--- src/rtl/logic_gate_unit.sv ---
// rtl/logic_gate_unit.sv - registered bitwise logic unit with ready/valid handshake and optional self-sweep
//
// Purpose:
//   Applies one of eight bitwise operations to operands a and b and presents
//   the result in a single output register (1-cycle latency, 1 result/cycle).
//   With LGU_SWEEP_EN defined, a small FSM can push all 32 op/operand
//   combinations through the same datapath as a self-test sweep.
//
// Configuration macro: LGU_SWEEP_EN (undefined by default -> no sweep logic).
//
// Ports:
//   clk          in   clock, rising edge
//   rst_n        in   asynchronous active-low reset
//   in_valid     in   operand set present
//   in_ready     out  operand set accepted this cycle
//   a, b         in   operands, WIDTH bits
//   op           in   3-bit operation select
//   out_valid    out  result register occupied
//   out_ready    in   downstream takes the result
//   y            out  registered result, WIDTH bits
//   sweep_start  in   one-cycle sweep request
//   sweep_busy   out  high while sweep vectors are issued
//   sweep_done   out  one-cycle pulse at sweep completion

module logic_gate_unit #(
    parameter int WIDTH = 4
) (
    input  logic             clk,
    input  logic             rst_n,
    input  logic             in_valid,
    output logic             in_ready,
    input  logic [WIDTH-1:0] a,
    input  logic [WIDTH-1:0] b,
    input  logic [2:0]       op,
    output logic             out_valid,
    input  logic             out_ready,
    output logic [WIDTH-1:0] y,
    input  logic             sweep_start,
    output logic             sweep_busy,
    output logic             sweep_done
);

    function automatic logic [WIDTH-1:0] gate_f(
        input logic [2:0]       f_op,
        input logic [WIDTH-1:0] f_a,
        input logic [WIDTH-1:0] f_b
    );
        logic [WIDTH-1:0] r;
        case (f_op)
            3'd0:    r = f_a & f_b;
            3'd1:    r = f_a | f_b;
            3'd2:    r = f_a ^ f_b;
            3'd3:    r = ~(f_a & f_b);
            3'd4:    r = ~(f_a | f_b);
            3'd5:    r = ~(f_a ^ f_b);
            3'd6:    r = ~f_a;
            default: r = f_a;
        endcase
        return r;
    endfunction

    logic [WIDTH-1:0] y_q, y_d;
    logic             out_valid_q, out_valid_d;

    // Output register can take a new value this cycle (empty or draining).
    logic             out_free;
    logic             load;
    logic [2:0]       ld_op;
    logic [WIDTH-1:0] ld_a;
    logic [WIDTH-1:0] ld_b;

    assign out_free = !out_valid_q || out_ready;

`ifdef LGU_SWEEP_EN
    localparam logic [1:0] ST_IDLE  = 2'd0;
    localparam logic [1:0] ST_SWEEP = 2'd1;
    localparam logic [1:0] ST_DONE  = 2'd2;

    logic [1:0] state_q, state_d;
    logic [4:0] cnt_q, cnt_d;

    always_comb begin
        state_d  = state_q;
        cnt_d    = cnt_q;
        load     = 1'b0;
        ld_op    = op;
        ld_a     = a;
        ld_b     = b;
        // sweep_start masks in_ready so a same-cycle request wins over in_valid.
        in_ready = (state_q == ST_IDLE) && !sweep_start && out_free;
        case (state_q)
            ST_IDLE: begin
                if (sweep_start) begin
                    state_d = ST_SWEEP;
                    cnt_d   = 5'd0;
                end else begin
                    load = in_valid && in_ready;
                end
            end
            ST_SWEEP: begin
                // cnt encodes {op, a-bit, b-bit}; operands are replicated bits.
                if (out_free) begin
                    load  = 1'b1;
                    ld_op = cnt_q[4:2];
                    ld_a  = {WIDTH{cnt_q[1]}};
                    ld_b  = {WIDTH{cnt_q[0]}};
                    cnt_d = cnt_q + 5'd1;
                    if (cnt_q == 5'd31) begin
                        state_d = ST_DONE;
                    end
                end
            end
            ST_DONE: begin
                state_d = ST_IDLE;
            end
            default: begin
                state_d = ST_IDLE;
            end
        endcase
    end

    always_ff @(posedge clk or negedge rst_n) begin
        if (!rst_n) begin
            state_q <= ST_IDLE;
            cnt_q   <= 5'd0;
        end else begin
            state_q <= state_d;
            cnt_q   <= cnt_d;
        end
    end

    assign sweep_busy = (state_q == ST_SWEEP);
    assign sweep_done = (state_q == ST_DONE);
`else
    logic unused_sweep_start;

    assign unused_sweep_start = sweep_start;
    assign in_ready           = out_free;
    assign load               = in_valid && out_free;
    assign ld_op              = op;
    assign ld_a               = a;
    assign ld_b               = b;
    assign sweep_busy         = 1'b0;
    assign sweep_done         = 1'b0;
`endif

    // A load always wins over an unload, so simultaneous load+unload keeps
    // out_valid high with the new result (full throughput).
    always_comb begin
        y_d         = y_q;
        out_valid_d = out_valid_q;
        if (load) begin
            y_d         = gate_f(ld_op, ld_a, ld_b);
            out_valid_d = 1'b1;
        end else if (out_ready) begin
            out_valid_d = 1'b0;
        end
    end

    always_ff @(posedge clk or negedge rst_n) begin
        if (!rst_n) begin
            y_q         <= '0;
            out_valid_q <= 1'b0;
        end else begin
            y_q         <= y_d;
            out_valid_q <= out_valid_d;
        end
    end

    assign y         = y_q;
    assign out_valid = out_valid_q;

endmodule
--- config.mk ---
export PLATFORM = sky130hd
export DESIGN_NAME = logic_gate_unit
export DESIGN_NICKNAME = d
export VERILOG_FILES = /design/src/rtl/logic_gate_unit.sv
export SDC_FILE = /design/constraint.sdc
export NUM_CORES = 1
export LEC_CHECK = 0
export ABC_CLOCK_PERIOD_IN_PS = 1000
export CORE_MARGIN = 4
export CORE_UTILIZATION = 38
export DETAILED_ROUTE_END_ITERATION = 12
export GPL_TIMING_DRIVEN = 0
export HOLD_SLACK_MARGIN = 0.06
export PLACE_DENSITY = 0.73
export SYNTH_ARGS = -nofsm -noshare
export SYNTH_HDL_FRONTEND = slang
export SYNTH_SLANG_ARGS = --single-unit
export TNS_END_PERCENT = 20
--- constraint.sdc ---
create_clock -name clk -period 1 [get_ports clk]
set_clock_uncertainty 0.1 [all_clocks]
set_input_delay 0.3 -clock clk [delete_from_list [all_inputs] [get_ports clk]]
set_output_delay 0.3 -clock clk [all_outputs]
set_load 0.005 [all_outputs]
==> results.toml <==
[global_route]
antenna_found_initial = 0
grt_max_degree = 11
track_usage_pct = 12.2
grt_pass1_vias = 607
overflow = 0
grt_pass1_wl_um = 2300

[sta]
hold_viol_final = 0
post-route-period-util_pct = 147
fin_crit_ps = 1470
setup_viol = 10
rsz0062_at_grt = "true"
drv_slew = 0
fmax_ghz = 0.679
setup_tns_ps = -2240
hold_ws_ps = 176
worst_slack_ps = -473

[die]
die_w_um = 48.8
die_height_um = 48.8
placementRows = 14
ios = 24
start_util_pct = 41.1
core_sq_um = 1540
die_area_sq_um = 2380

[worst_hold_path]
min_path_type = "in -> async"

[placement]
hpwl_um = 1140
numPortBuffers = 19
dp_slack_ps = -1310
gp_congestion = 0.705

[logic_synthesis]
syn_inst = 78
ys.flop_type = "dfrtp_1"
synthTopCellsByArea = "dfrtp_1 (20%), ha_1 (16%), inv_1 (7.1%), nand2_1 (5.3%), mux2i_1 (4.7%)"
synth.avg_cell_area_sq_um = 8.12
ys_seq_elements = 5
async_reset_ff_share_pct = 100
syn-cell-area_sq_um = 633
synth_top_area_share_pct = 19.8
synth_top_area_cell = "dfrtp_1"
yosys_warnings = 0
synth-edff-count = 0
synth_cell_types = 31
seq_area_frac_synth_pct = 19.8

[final_layout]
n_antenna_cell = 0
syn_to_final_growth_pct = 60.3
layout.cells.most_common_list = "nand2_1 (8), buf_6 (7)"
final_common_cell = "nand2_1"
nets = 132
layout-drive-gt1-share_pct = 43.0

[route]
wirelength_um = 1450
drt_first_pass_iters = 4
drt_iter0_drc = 1
vias = 628
wl_per_cell_um = 11.8
ant_nets = 0
via_per_inst = 5.11
drc_errors = 0

[clock_network]
cts_tree = "done"
root_buffer = "clkbuf_4"
h-tree-depth = 1
cts-buffers-inserted = 3
cts_buffer_depth = 2
clkSinkCount = 5
clk_latency_ps = 240
clk_pin_slew_ps = 40

[power]
leakage_uw = 0.000484
vdd_drop_max_uv = 375
p_per_area_nw_per_um2 = 868

[critical_path]
cp_cell_sequence = "buf_8 > inv_8 > ha_4 > inv_2 > mux2_4 > mux4_2 > o21ai_2"
crit-reg2reg-launch = "out_valid"
cp_slowest_stage_delay_ps = 480
critPathTopFamily = "multiplexers"
ff2ff_setup_slack_ps = -230
cp_max_fo = 3
cp.required_ps = 1070
path_buf_inv = 3
cp-start-kind = "input port"
cp_slowest_cell = "mux4_2"
critPathKind = "in -> reg"
cp.arrival_ps = 1540
reg2reg_to = "y[1]"
end_kind = "flip-flop"
r2r_cells = 6

[status]
status = "finished, violations left"
violations = "negative setup slack"

[job]
cap_violations = 0
## worst max path at each step
stage	from	to	slack (ps)	depth (start not counted)
after floorplan	a[0]	y[0]	-590	6
after CTS	a[0]	y[0]	-470	7
after global routing	a[0]	y[0]	-510	7
after detailed placement	a[0]	y[0]	-1310	7
final	a[0]	y[0]	-470	7
after global placement	a[0]	y[0]	-1290	7
## report_power, final
| group | internal (uW) | leakage (uW) | switching, uW | total, uW |
|---|---|---|---|---|
| Sequential | 235 | 0.0000578 | 16.4 | 252 |
| Clock | 151 | 0.0000150 | 79.4 | 230 |
| Combinational | 225 | 0.000411 | 174 | 399 |
## routing by layer
metal,global-route usage [%],routed length [um],up-vias
li1,-,-,319
met1,10.7,544,286
met2,23.3,765,20
met3,3.67,105,3
met4,7.62,33,0
met5,0,0,-
## layout make-up
cell class              instances  area [sq um]
plain buffers                   5          41.3
inverters                      12          60.1
repair buffers                 24           219
fillers                       138           527
flip-flops and latches          5           125
clock buffers                   4          26.3
well taps                      16          20.0
multi-input cells              57           523
## repair_timing
action,4_1_cts,5_1_grt
gates resized for setup,54,29
hold endpoints to repair,0,0
pin swaps,6,3
setup endpoints to repair,10,10
buffers inserted,4,0
cloned,0,1
hold buffers,0,0
## per-stage QoR
| step | power [uW] | std cells | instance area, sq um | util (%) |
|---|---|---|---|---|
| final | 881 | 123 | 1010 | 65.8 |
| after detailed placement | 617 | 114 | 872 | 56.6 |
| after global placement | 605 | 114 | 872 | 56.6 |
| after CTS | 878 | 122 | 987 | 64.0 |
| after global routing | 952 | 123 | 1010 | 65.8 |
| after floorplan | 442 | 79 | 662 | - |
## cell usage after synthesis, types with 2 or more instances
master    instances
a31oi_1           2
a32oi_1           2
and3_1            2
buf_4             3
dfrtp_1           5
ha_1              8
inv_1            12
mux2i_1           3
nand2_1           9
nand2b_1          2
nor2_1            2
nor2b_1           3
o211ai_1          4
o21ai_0           3
o22ai_1           2
## sequential cells by signal (all words and copies together) (netlist names)
| register | count |
|---|---|
| y | 4 |
| out_valid | 1 |
## logic make-up (layout without fill, tap and decap cells)
kind of cell    count (synthesis)  count (layout)  share of synthesized area (%)
simple gates                   22              22                           17.6
compound gates                 18              18                           19.4
buf+inv                        17              45                           13.0
fa+ha+maj                       8               8                           15.8
mux                             6               6                           12.4
flops                           5               5                           19.8
other cells                     1               2                          0.592
xor+xnor                        1               1                           1.38
Note: power is estimated with default switching activity, not from simulation.
==> RTL change (config.mk and constraints unchanged) <==
Take the reset off `y_q` and load it in a clocked block of its own.
--- a/src/rtl/logic_gate_unit.sv
+++ b/src/rtl/logic_gate_unit.sv
@@ -160,10 +160,12 @@
     always_ff @(posedge clk or negedge rst_n) begin
         if (!rst_n) begin
-            y_q         <= '0;
             out_valid_q <= 1'b0;
         end else begin
-            y_q         <= y_d;
             out_valid_q <= out_valid_d;
         end
+    end
+
+    always_ff @(posedge clk) begin
+        y_q <= y_d;
     end
 
Behaviour: not the same (a bounded check fails within 4 cycles, from zero or initial values and one cycle with rst_n low).
==> RTL change against the unedited design <==
- the flow still finishes with violations (setup timing)
- total power increased by 0.32%
- setup slack improved by 0.18 ns
- critical endpoint is now in_ready
- synthesized area up 0.59%
- final area grew 3.0%
- largest cell class unchanged
- combinational power down 4%
- routed wire length rose by 16%
- sequential cell count stayed put
==> RTL change: results (changes against the unedited design) <==
outcome: "finished with violations"
violations: "setup timing"
root_buffer: "clkbuf_4"
whs_ns: 0.0889  # -0.0874 ns
fin_ws_ns: -0.294  # +0.178 ns
cp_slowest_cell: "dfrtp_1"
p_leak_uw: 0.000429  # -11%
clockBufferDepth: 2  # unchanged
grt_max_degree: 11  # unchanged
grt_usage: 0.151  # +0.0298
synthArstFlopShare: 0.200  # -0.800
ir_worst_vdd_mv: 0.366  # -2.4%
yosysSeqAreaShare: 0.228  # +0.0303
slowest_delay_ns: 0.38  # -0.10 ns
avgViaCountPerCell: 5.32  # +4.2%
grt_pass1_wl_um: 2910  # +26%
dpl.hpwl_um: 1100  # -4.1%
critical_path_arrival_ns: 0.89  # -0.65 ns
dpl.cell_count: 113  # -0.88%
p_sw_uw: 278  # +3.2%
synth.distinct_cells: 30  # -3.2%
regToRegSetupSlack_ns: -0.21  # +0.02 ns
largest_reg_flops: 4  # unchanged
place_area_um2: 881  # +1.0%
vias: 644  # +2.5%
synth_enable_flop_cells: 4  # +4
drt-initial-drc-count: 18  # +17
ff2ff_path_depth: 4  # -2
syn_avg_cell_area_um2: 8.27  # +1.9%
synthTopCellsByArea: "edfxtp_1, ha_1, inv_1"
port_buffers: 19  # unchanged
grt_pass1_vias: 634  # +4.4%
routed_wl_um: 1690  # +16%
layout.nets: 130  # -1.5%
r2r_end: "y[1]"
synth_common_cells: "inv_1, ha_1, nand2_1"
drt-met1-wl_um: 726  # +33%
setup_viol: 14  # +4
ctsHtreeMaxLevel: 1  # unchanged
wl_met3_um: 80  # -24%
gp_congestion: 0.764  # +8.4%
cts.reportedPaths.clkPinSlew_ns: 0.05
met2_length_um: 849  # +11%
crit_fanout: 2  # -1
path_delay_family: "flip-flops"
drive_above_1_share: 0.533  # +0.103
worstHoldPathType: "in2async"
clk_latency_ns: 0.25
RTL change: final cells by class:
class	count	area (µm²)
Clock buffer	4	26.3
Multi-Input combinational cell	57	529
Sequential cell	5	145
Buffer	7	67.6
Inverter	9	51.3
Tap cell	16	20.0
Fill cell	128	497
Timing Repair Buffer	23	205
RTL change: worst max-delay path by stage:
stage	from	end	slack [ns]	cells past startpoint
after global placement	b[0]	y[0]	-1.01	7
after detailed placement	b[0]	y[0]	-1.02	7
after CTS	out_valid	in_ready	-0.31	3
final	out_valid	in_ready	-0.29	3
after floorplan	b[0]	y[0]	-0.29	6
after global routing	out_valid	in_ready	-0.35	3
RTL change: worst register-to-register path: stages, from the launching register on:
cell and delay, ns:
dfrtp_1 0.38, buf_6 0.12, nand2b_4 0.06, buf_4 0.10, and2_4 0.16
RTL change: cell families after synthesis:
| logic type | Yosys count | synth area share |
|---|---|---|
| buffers and inverters | 16 | 0.139 |
| AO/OA/AOI/OAI | 20 | 0.220 |
| other | 1 | 0.00589 |
| multiplexers | 3 | 0.0472 |
| flip-flops | 5 | 0.228 |
| AND/OR/NAND/NOR | 22 | 0.175 |
| adder cells (fa/ha/maj) | 8 | 0.157 |
| XOR/XNOR | 2 | 0.0275 |
RTL change: timing repair:
action                                  CTS  global route
cloned                                    1             0
endpoints found under the setup margin   14            14
resized for setup                        87            10
pin swaps                                12             4
setup buffers                             2             1
RTL change: per-layer routing:
metal / global-route usage / up-vias
li1: - / 320
met1: 0.186 / 296
met2: 0.250 / 25
met3: 0.0245 / 3
met4: 0.0807 / 0
met5: 0 / -
RTL change: power groups by stage:
stage / clock network, µW / registers, µW / logic (µW)
6_report: 247 / 253 / 384
5_1_grt: 259 / 255 / 423
4_1_cts: 250 / 253 / 376
3_5_place_dp: 0 / 256 / 310
3_3_place_gp: 0 / 256 / 305
2_1_floorplan: 0 / 258 / 175
RTL change: stage by stage:
step                      setup TNS [ns]  worst slack (ns)  utilization
final                              -2.69            -0.294        0.678
after floorplan                    -1.51            -0.295            -
after detailed placement           -7.86             -1.02        0.571
after global routing               -3.29            -0.349        0.678
after CTS                          -2.93            -0.308        0.683
after global placement             -7.66             -1.01        0.571
